**src/rtl/cfg_chain_loader_pkg.sv**
```systemverilog
// ---------------------------------------------------------------------------
// cfg_pkg
// Shared definitions for the configuration chain loader:
//   - default geometry (columns, word width, header count field width)
//   - header field positions
//   - loader state encoding
//   - words_for(): number of data words needed to carry a bit count
// ---------------------------------------------------------------------------
package cfg_pkg;

  localparam int DEF_NUM_COLS = 2;
  localparam int DEF_WORD_W   = 32;
  localparam int DEF_CNT_W    = 20;

  // Header layout: column select sits above the bit-count field.
  localparam int DEF_CNT_LSB  = 0;
  localparam int DEF_COL_LSB  = DEF_CNT_W;

  typedef enum logic [2:0] {
    ST_IDLE  = 3'd0,
    ST_LOAD  = 3'd1,
    ST_SHIFT = 3'd2,
    ST_SET   = 3'd3,
    ST_DROP  = 3'd4
  } state_e;

  // ceil(cnt / word_w): data words that follow a header of cnt bits.
  function automatic int unsigned words_for(input int unsigned cnt,
                                            input int unsigned word_w);
    return (cnt + word_w - 1) / word_w;
  endfunction

endpackage

```
**src/rtl/cfg_chain_loader_if.sv**
```systemverilog
// ---------------------------------------------------------------------------
// cfg_stream_if
// Valid/ready word stream carrying headers and data words into the loader.
//   in_data  : header or data word (producer -> loader)
//   in_valid : in_data is valid     (producer -> loader)
//   in_ready : loader accepts word  (loader -> producer)
// Modports: master = bitstream source, slave = cfg_chain_loader.
// ---------------------------------------------------------------------------
interface cfg_stream_if
  import cfg_pkg::*;
#(
  parameter int WORD_W = DEF_WORD_W
) ();

  logic [WORD_W-1:0] in_data;
  logic              in_valid;
  logic              in_ready;

  modport master (
    output in_data,
    output in_valid,
    input  in_ready
  );

  modport slave (
    input  in_data,
    input  in_valid,
    output in_ready
  );

endinterface

```
**src/rtl/cfg_word_serializer.sv**
```systemverilog
// ---------------------------------------------------------------------------
// cfg_word_serializer
// Holds one data word and a bit index, presenting it LSB-first.
//   cclk      : config clock
//   rst       : asynchronous active-low reset
//   load      : capture load_data, index restarts at bit 0
//   load_data : word to serialize
//   advance   : step the index to the next bit
//   bit_next  : bit that will be current after this edge (word_d[idx_d]),
//               so the parent can register it in step with its own state
//   last_bit  : current index is the top bit of the word
// ---------------------------------------------------------------------------
module cfg_word_serializer
  import cfg_pkg::*;
#(
  parameter int WORD_W = DEF_WORD_W
) (
  input  logic              cclk,
  input  logic              rst,
  input  logic              load,
  input  logic [WORD_W-1:0] load_data,
  input  logic              advance,
  output logic              bit_next,
  output logic              last_bit
);

  localparam int IDX_W = $clog2(WORD_W);

  logic [WORD_W-1:0] word_q, word_d;
  logic [IDX_W-1:0]  idx_q,  idx_d;

  always_comb begin
    word_d = word_q;
    idx_d  = idx_q;
    if (load) begin
      word_d = load_data;
      idx_d  = '0;
    end else if (advance) begin
      idx_d = idx_q + IDX_W'(1);
    end
  end

  // Look-ahead bit: the parent registers it together with shift_enable.
  assign bit_next = word_d[idx_d];
  assign last_bit = (idx_q == IDX_W'(WORD_W - 1));

  always_ff @(posedge cclk or negedge rst) begin
    if (!rst) begin
      word_q <= '0;
      idx_q  <= '0;
    end else begin
      word_q <= word_d;
      idx_q  <= idx_d;
    end
  end

endmodule

```
**src/rtl/cfg_chain_loader.sv**
```systemverilog
// ---------------------------------------------------------------------------
// cfg_chain_loader
// Producer end of the per-column configuration shift chains. Takes a stream
// of headers and data words, shifts each data word LSB-first into the chain
// of the column named by the header, then strobes set_hard on that column.
//   cclk          : config clock
//   rst           : asynchronous active-low reset
//   in_if         : header/data word stream (slave side)
//   shift_enable  : per-column chain shift enable
//   shift_in_hard : per-column serial config bit (0 when not shifting)
//   set_hard      : per-column one-cycle commit strobe
//   busy          : loader is not idle
//   done          : one-cycle pulse after a commit
//   err           : one-cycle pulse for a header naming a missing column
// Header: col = in_data[WORD_W-1:CNT_W], cnt = in_data[CNT_W-1:0].
// Every output is a flop whose next value is derived from the next state,
// so the chain sees a clean bit the cycle after a data word transfers.
// ---------------------------------------------------------------------------
module cfg_chain_loader
  import cfg_pkg::*;
#(
  parameter int NUM_COLS = DEF_NUM_COLS,
  parameter int WORD_W   = DEF_WORD_W,
  parameter int CNT_W    = DEF_CNT_W
) (
  input  logic                cclk,
  input  logic                rst,
  cfg_stream_if.slave         in_if,
  output logic [NUM_COLS-1:0] shift_enable,
  output logic [NUM_COLS-1:0] shift_in_hard,
  output logic [NUM_COLS-1:0] set_hard,
  output logic                busy,
  output logic                done,
  output logic                err
);

  localparam int COL_W = WORD_W - CNT_W;

  // -------------------------------------------------------------------------
  // Header decode
  // -------------------------------------------------------------------------
  logic [COL_W-1:0]    hdr_col;
  logic [CNT_W-1:0]    hdr_cnt;
  logic                hdr_bad;
  logic [NUM_COLS-1:0] hdr_onehot;

  assign hdr_col = in_if.in_data[WORD_W-1:CNT_W];
  assign hdr_cnt = in_if.in_data[CNT_W-1:0];
  assign hdr_bad = (hdr_col >= COL_W'(NUM_COLS));

  for (genvar gi = 0; gi < NUM_COLS; gi++) begin : g_col_dec
    assign hdr_onehot[gi] = (hdr_col == COL_W'(gi));
  end

  // -------------------------------------------------------------------------
  // State and counters
  // -------------------------------------------------------------------------
  state_e              state_q, state_d;
  logic [NUM_COLS-1:0] sel_q,   sel_d;    // one-hot target column
  logic [CNT_W-1:0]    rem_q,   rem_d;    // bits left, including current
  logic [CNT_W-1:0]    drop_q,  drop_d;   // words left to discard

  // Registered outputs
  logic                in_ready_q, in_ready_d;
  logic [NUM_COLS-1:0] shift_en_q, shift_en_d;
  logic [NUM_COLS-1:0] shift_in_q, shift_in_d;
  logic [NUM_COLS-1:0] set_q,      set_d;
  logic                busy_q,     busy_d;
  logic                done_q,     done_d;
  logic                err_q,      err_d;

  logic xfer;
  logic ser_load;
  logic ser_adv;
  logic ser_bit_next;
  logic ser_last;

  // in_ready_q is exactly what the producer sees, so it qualifies transfers.
  assign xfer = in_if.in_valid & in_ready_q;

  cfg_word_serializer #(
    .WORD_W (WORD_W)
  ) u_ser (
    .cclk      (cclk),
    .rst       (rst),
    .load      (ser_load),
    .load_data (in_if.in_data),
    .advance   (ser_adv),
    .bit_next  (ser_bit_next),
    .last_bit  (ser_last)
  );

  // -------------------------------------------------------------------------
  // Next-state logic
  // -------------------------------------------------------------------------
  always_comb begin
    state_d  = state_q;
    sel_d    = sel_q;
    rem_d    = rem_q;
    drop_d   = drop_q;
    ser_load = 1'b0;
    ser_adv  = 1'b0;
    err_d    = 1'b0;

    case (state_q)
      ST_IDLE: begin
        if (xfer) begin
          if (hdr_bad) begin
            err_d = 1'b1;
            sel_d = '0;
            if (hdr_cnt != '0) begin
              drop_d  = CNT_W'(words_for(32'(hdr_cnt), WORD_W));
              state_d = ST_DROP;
            end
          end else begin
            sel_d   = hdr_onehot;
            rem_d   = hdr_cnt;
            state_d = (hdr_cnt == '0) ? ST_SET : ST_LOAD;
          end
        end
      end

      ST_LOAD: begin
        if (xfer) begin
          ser_load = 1'b1;
          state_d  = ST_SHIFT;
        end
      end

      ST_SHIFT: begin
        rem_d = rem_q - CNT_W'(1);
        // Exit checks come before advancing so idx never wraps and rem
        // never underflows.
        if (rem_q == CNT_W'(1)) begin
          state_d = ST_SET;
        end else if (ser_last) begin
          state_d = ST_LOAD;
        end else begin
          ser_adv = 1'b1;
        end
      end

      ST_SET: begin
        state_d = ST_IDLE;
      end

      ST_DROP: begin
        if (xfer) begin
          drop_d = drop_q - CNT_W'(1);
          if (drop_q == CNT_W'(1)) begin
            state_d = ST_IDLE;
          end
        end
      end

      default: begin
        state_d = ST_IDLE;
      end
    endcase
  end

  // -------------------------------------------------------------------------
  // Output next values, derived from the state being entered
  // -------------------------------------------------------------------------
  always_comb begin
    in_ready_d = (state_d == ST_IDLE) || (state_d == ST_LOAD) ||
                 (state_d == ST_DROP);
    shift_en_d = '0;
    shift_in_d = '0;
    set_d      = '0;
    if (state_d == ST_SHIFT) begin
      shift_en_d = sel_d;
      shift_in_d = sel_d & {NUM_COLS{ser_bit_next}};
    end
    if (state_d == ST_SET) begin
      set_d = sel_d;
    end
    busy_d = (state_d != ST_IDLE);
    // SET always lasts one cycle and falls back to IDLE.
    done_d = (state_q == ST_SET);
  end

  // -------------------------------------------------------------------------
  // Registers
  // -------------------------------------------------------------------------
  always_ff @(posedge cclk or negedge rst) begin
    if (!rst) begin
      state_q    <= ST_IDLE;
      sel_q      <= '0;
      rem_q      <= '0;
      drop_q     <= '0;
      in_ready_q <= 1'b0;
      shift_en_q <= '0;
      shift_in_q <= '0;
      set_q      <= '0;
      busy_q     <= 1'b0;
      done_q     <= 1'b0;
      err_q      <= 1'b0;
    end else begin
      state_q    <= state_d;
      sel_q      <= sel_d;
      rem_q      <= rem_d;
      drop_q     <= drop_d;
      in_ready_q <= in_ready_d;
      shift_en_q <= shift_en_d;
      shift_in_q <= shift_in_d;
      set_q      <= set_d;
      busy_q     <= busy_d;
      done_q     <= done_d;
      err_q      <= err_d;
    end
  end

  assign in_if.in_ready = in_ready_q;
  assign shift_enable   = shift_en_q;
  assign shift_in_hard  = shift_in_q;
  assign set_hard       = set_q;
  assign busy           = busy_q;
  assign done           = done_q;
  assign err            = err_q;

endmodule

```
**src/flat_wrapper.sv**
```systemverilog
// flat-port wrapper written by rule: the top's interface ports become plain ports
module cfg_chain_loader_flat import cfg_pkg::*;
#(
  parameter int NUM_COLS = DEF_NUM_COLS,
  parameter int WORD_W   = DEF_WORD_W,
  parameter int CNT_W    = DEF_CNT_W
)
  (cclk, rst, shift_enable, shift_in_hard, set_hard, busy, done, err, in_if_in_data, in_if_in_valid, in_if_in_ready);
  cfg_stream_if #(.WORD_W(WORD_W)) in_if_i ();
  input  logic cclk;
  input  logic rst;
  output logic [NUM_COLS-1:0] shift_enable;
  output logic [NUM_COLS-1:0] shift_in_hard;
  output logic [NUM_COLS-1:0] set_hard;
  output logic busy;
  output logic done;
  output logic err;
  input wire logic [$bits(in_if_i.in_data)-1:0] in_if_in_data;
  input wire logic [$bits(in_if_i.in_valid)-1:0] in_if_in_valid;
  output wire logic [$bits(in_if_i.in_ready)-1:0] in_if_in_ready;
  assign in_if_i.in_data = in_if_in_data;
  assign in_if_i.in_valid = in_if_in_valid;
  assign in_if_in_ready = in_if_i.in_ready;
  cfg_chain_loader #(.NUM_COLS(NUM_COLS), .WORD_W(WORD_W), .CNT_W(CNT_W)) u_core (.cclk(cclk), .rst(rst), .in_if(in_if_i), .shift_enable(shift_enable), .shift_in_hard(shift_in_hard), .set_hard(set_hard), .busy(busy), .done(done), .err(err));
endmodule
```
**config.mk**
```make
export PLATFORM = sky130hd
export DESIGN_NAME = cfg_chain_loader_flat
export DESIGN_NICKNAME = d
export VERILOG_FILES = /design/src/rtl/cfg_chain_loader_pkg.sv /design/src/rtl/cfg_chain_loader_if.sv /design/src/rtl/cfg_word_serializer.sv /design/src/rtl/cfg_chain_loader.sv /design/src/flat_wrapper.sv
export SDC_FILE = /design/constraint.sdc
export NUM_CORES = 1
export LEC_CHECK = 0
export BUFFER_PORTS_ARGS = -buffer_cell sky130_fd_sc_hd__buf_4
export CAP_MARGIN = 0
export CORE_ASPECT_RATIO = 0.9
export CORE_MARGIN = 2
export CORE_UTILIZATION = 40
export CTS_BUF_LIST = sky130_fd_sc_hd__clkbuf_8
export CTS_CLUSTER_SIZE = 24
export DETAILED_ROUTE_END_ITERATION = 16
export GPL_TIMING_DRIVEN = 0
export HOLD_SLACK_MARGIN = 0.15
export PLACE_DENSITY = 0.68
export SYNTH_ARGS = -nofsm -noshare
export SYNTH_HDL_FRONTEND = slang
export SYNTH_HIERARCHICAL = 1
export SYNTH_SLANG_ARGS = --single-unit
```
**constraint.sdc**
```tcl
create_clock -name cclk -period 5.4 [get_ports cclk]
set_clock_uncertainty 0.15 [all_clocks]
set_input_delay 1.08 -clock cclk [delete_from_list [all_inputs] [get_ports cclk]]
set_output_delay 1.08 -clock cclk [all_outputs]
set_load 0.01 [all_outputs]
```
==> impl_metrics.py <==
metrics = {
    "outcome": {
        "outcome": "completed",
    },
    "synthesis": {
        "ys_seq_elements": 92,
        "synth_edf_count": 0,
        "synth_fp_nets": 559,
        "ys_warn_count": 6,
        "synth-main-ff-cell": "dfrtp_1",
        "yosysMostFrequentCell": "dfrtp_1",
        "yosysSeqAreaShare": 0.451,
        "async_reset_ff_frac": 1.00,
        "yosysTopAreaCellShare": 0.451,
        "syn_area_um2": 5100,
        "synth_area_per_cell_um2": 9.85,
        "netlist_instances": 518,
        "yosys.area.top_type": "dfrtp_1",
        "synthTopCellsByCount": "92 x dfrtp_1, 45 x nand2_1, 38 x nor2_1",
        "ys_top_cells_by_area": "dfrtp_1 45%, mux2_2 7.9%, nand2_1 3.3%",
        "synth.distinct_cells": 63,
    },
    "placed_design": {
        "hpwlAfterDp_um": 9490,
        "place_congestion": 0.890,
        "portBuffers": 44,
    },
    "die": {
        "initial_core_util": 0.405,
        "die_height_um": 111,
        "die-area_um2": 13700,
        "ioPinCount": 45,
        "row_count": 39,
        "core-area_um2": 12600,
        "fp.dieW_um": 123,
    },
    "route": {
        "wl_per_cell_um": 17.8,
        "viasPerCell": 5.87,
        "drt_iter0_markers": 372,
        "drc_errors": 0,
        "routed_wl_um": 13200,
        "via_count": 4356,
        "drtPass1Iterations": 5,
        "ant_nets": 0,
    },
    "timing": {
        "finalCritPeriodShare": 0.816,
        "rsz0062_at_grt": "no",
        "fin_crit_ns": 4.41,
        "drv_slew": 0,
        "max_freq_mhz": 227,
        "worst_hold_slack_ns": 0.354,
        "setup_viol": 0,
        "hold_violations": 0,
        "worst_pin_slew_ns": 1.22,
        "setup_tns_ns": 0,
        "max_slew_margin": 0.177,
    },
    "global_routing": {
        "grt_overflow": 0,
        "grt_pass1_vias": 4132,
        "antenna_found_initial": 0,
        "grtUsageTotal": 0.203,
        "grt_max_degree": 93,
        "grt_pass1_wl_um": 21600,
    },
    "cts": {
        "path_clk_slew_ns": 0.09,
        "h-tree-depth": 3,
        "numCtsBuffers": 9,
        "cts_sinks": 92,
        "cts_resized": 0,
        "cts_buffer_depth": 2,
        "ctsHoldBuffers": 0,
        "post_cts_buffers": 0,
        "root_buffer": "clkbuf_8",
        "clk_latency_ns": 0.37,
        "tritoncts": "built",
    },
    "pwr": {
        "clockPowerShare": 0.312,
        "seqPwrFrac": 0.553,
        "powerDensity_nw_per_um2": 241,
        "p_comb_frac": 0.135,
        "switching_power_w": 0.000404,
        "internal_power_w": 0.000996,
        "p_leak_nw": 2.41,
        "swShare": 0.288,
        "worst_ir_drop_vdd_v": 0.000136,
        "fin_total_pwr_w": 0.00140,
    },
    "final_layout": {
        "antennaDiodeCount": 0,
        "area_growth_pct": 14.0,
        "nets": 614,
        "drive_above_1_share": 0.202,
    },
    "worst_setup_path": {
        "crit_required_ns": 5.55,
        "cp.arrival_ns": 4.56,
        "end_kind": "register",
        "crit_type": "register to register",
        "startpoint_type": "register",
        "critPathMaxFanout": 10,
        "rr_worst_depth": 14,
    },
    "min_path": {
        "whs_path_depth": 1,
        "min_path_type": "register to register",
    },
    "run": {
        "drv_cap": 0,
    },
}
-- area by class of cell --
type	instances	area, µm²
clock buffer	11	151
fill	1207	6770
multi-input combinational	380	2610
sequential	92	2300
tap	164	205
timing repair buffer	44	330
inverter	16	60.1
buffer	30	129
clock inverter	5	28.8
-- per-layer routing --
layer  up-vias  GRT usage  share of wire
met2       136      0.306           0.46
li1       2047          -              -
met5         -          0              0
met1      2147      0.287           0.46
met4         0     0.0735          0.022
met3        26     0.0412          0.054
-- layout by cell type, fill, tap and decap left out, types with 10 or more instances in the layout --
master and n:
nand3_1 11, nor4_1 16, clkbuf_1 22, mux2_2 36, dfrtp_1 92, a21oi_1 23, inv_1 18, nor2_1 38
clkbuf_8 11, buf_4 45, nor3_1 27, nand2_1 45, o21ai_0 32, or4_1 10
-- flip-flops by register name, summed over array words and instances (netlist names), 2 cells and up --
signal / count
u_core/drop_q: 20
u_core/rem_q: 20
u_core/sel_q: 2
u_core/set_hard: 2
u_core/shift_enable: 2
u_core/shift_in_hard: 2
u_core/state_q: 3
u_core/u_ser/idx_q: 5
u_core/u_ser/word_q: 32
-- per-stage QoR --
step,worst slack [ns],cells,utilization,area [µm²]
after floorplan,1.87,518,-,5100
after global placement,1.29,726,0.448,5640
after detailed placement,1.12,726,0.448,5640
after CTS,1.10,742,0.462,5820
after global routing,0.724,742,0.462,5820
final,0.991,742,0.462,5820
-- power groups by stage --
stage / Clock (W) / Combinational, W / Sequential, W
final: 0.000437 / 0.000190 / 0.000774
after global routing: 0.000476 / 0.000216 / 0.000781
after CTS: 0.000450 / 0.000189 / 0.000772
after detailed placement: 0 / 0.000188 / 0.000785
after global placement: 0 / 0.000182 / 0.000781
after floorplan: 0 / 0.000114 / 0.000772
-- logic make-up after synthesis --
family,after synthesis,synth area share
simple gates,188,0.190
compound gates,122,0.163
flops,92,0.451
buf+inv,46,0.0370
mux,46,0.109
xor+xnor,18,0.0346
fa+ha+maj,6,0.0147
-- worst max-delay path: stages (launching register included) --
cell and delay (ns):
dfrtp_1 0.44, or3_4 0.40, or4_1 0.41, buf_2 0.18
nor4_1 0.63, nor3_1 0.13, buf_6 0.18, xnor2_4 0.30
buf_4 0.27, mux2i_1 0.12, a2111oi_0 0.53, nor4_1 0.14
a22oi_2 0.27, nand2_1 0.09, nor2_1 0.11
-- final timing paths --
check	start	end	slack (ns)
worst min-delay path	u_core/rem_q[18]	u_core/rem_q[18]	0.35
worst max-delay path	u_core/rem_q[6]	u_core/shift_in_hard[0]	0.99
worst min register to register	u_core/rem_q[18]	u_core/rem_q[18]	0.35
min in group asynchronous	rst	u_core/drop_q[4]	0.77
worst max register to register	u_core/rem_q[6]	u_core/shift_in_hard[0]	0.99
max in group asynchronous	rst	u_core/rem_q[17]	3.57
(Power assumes the default switching activity.)
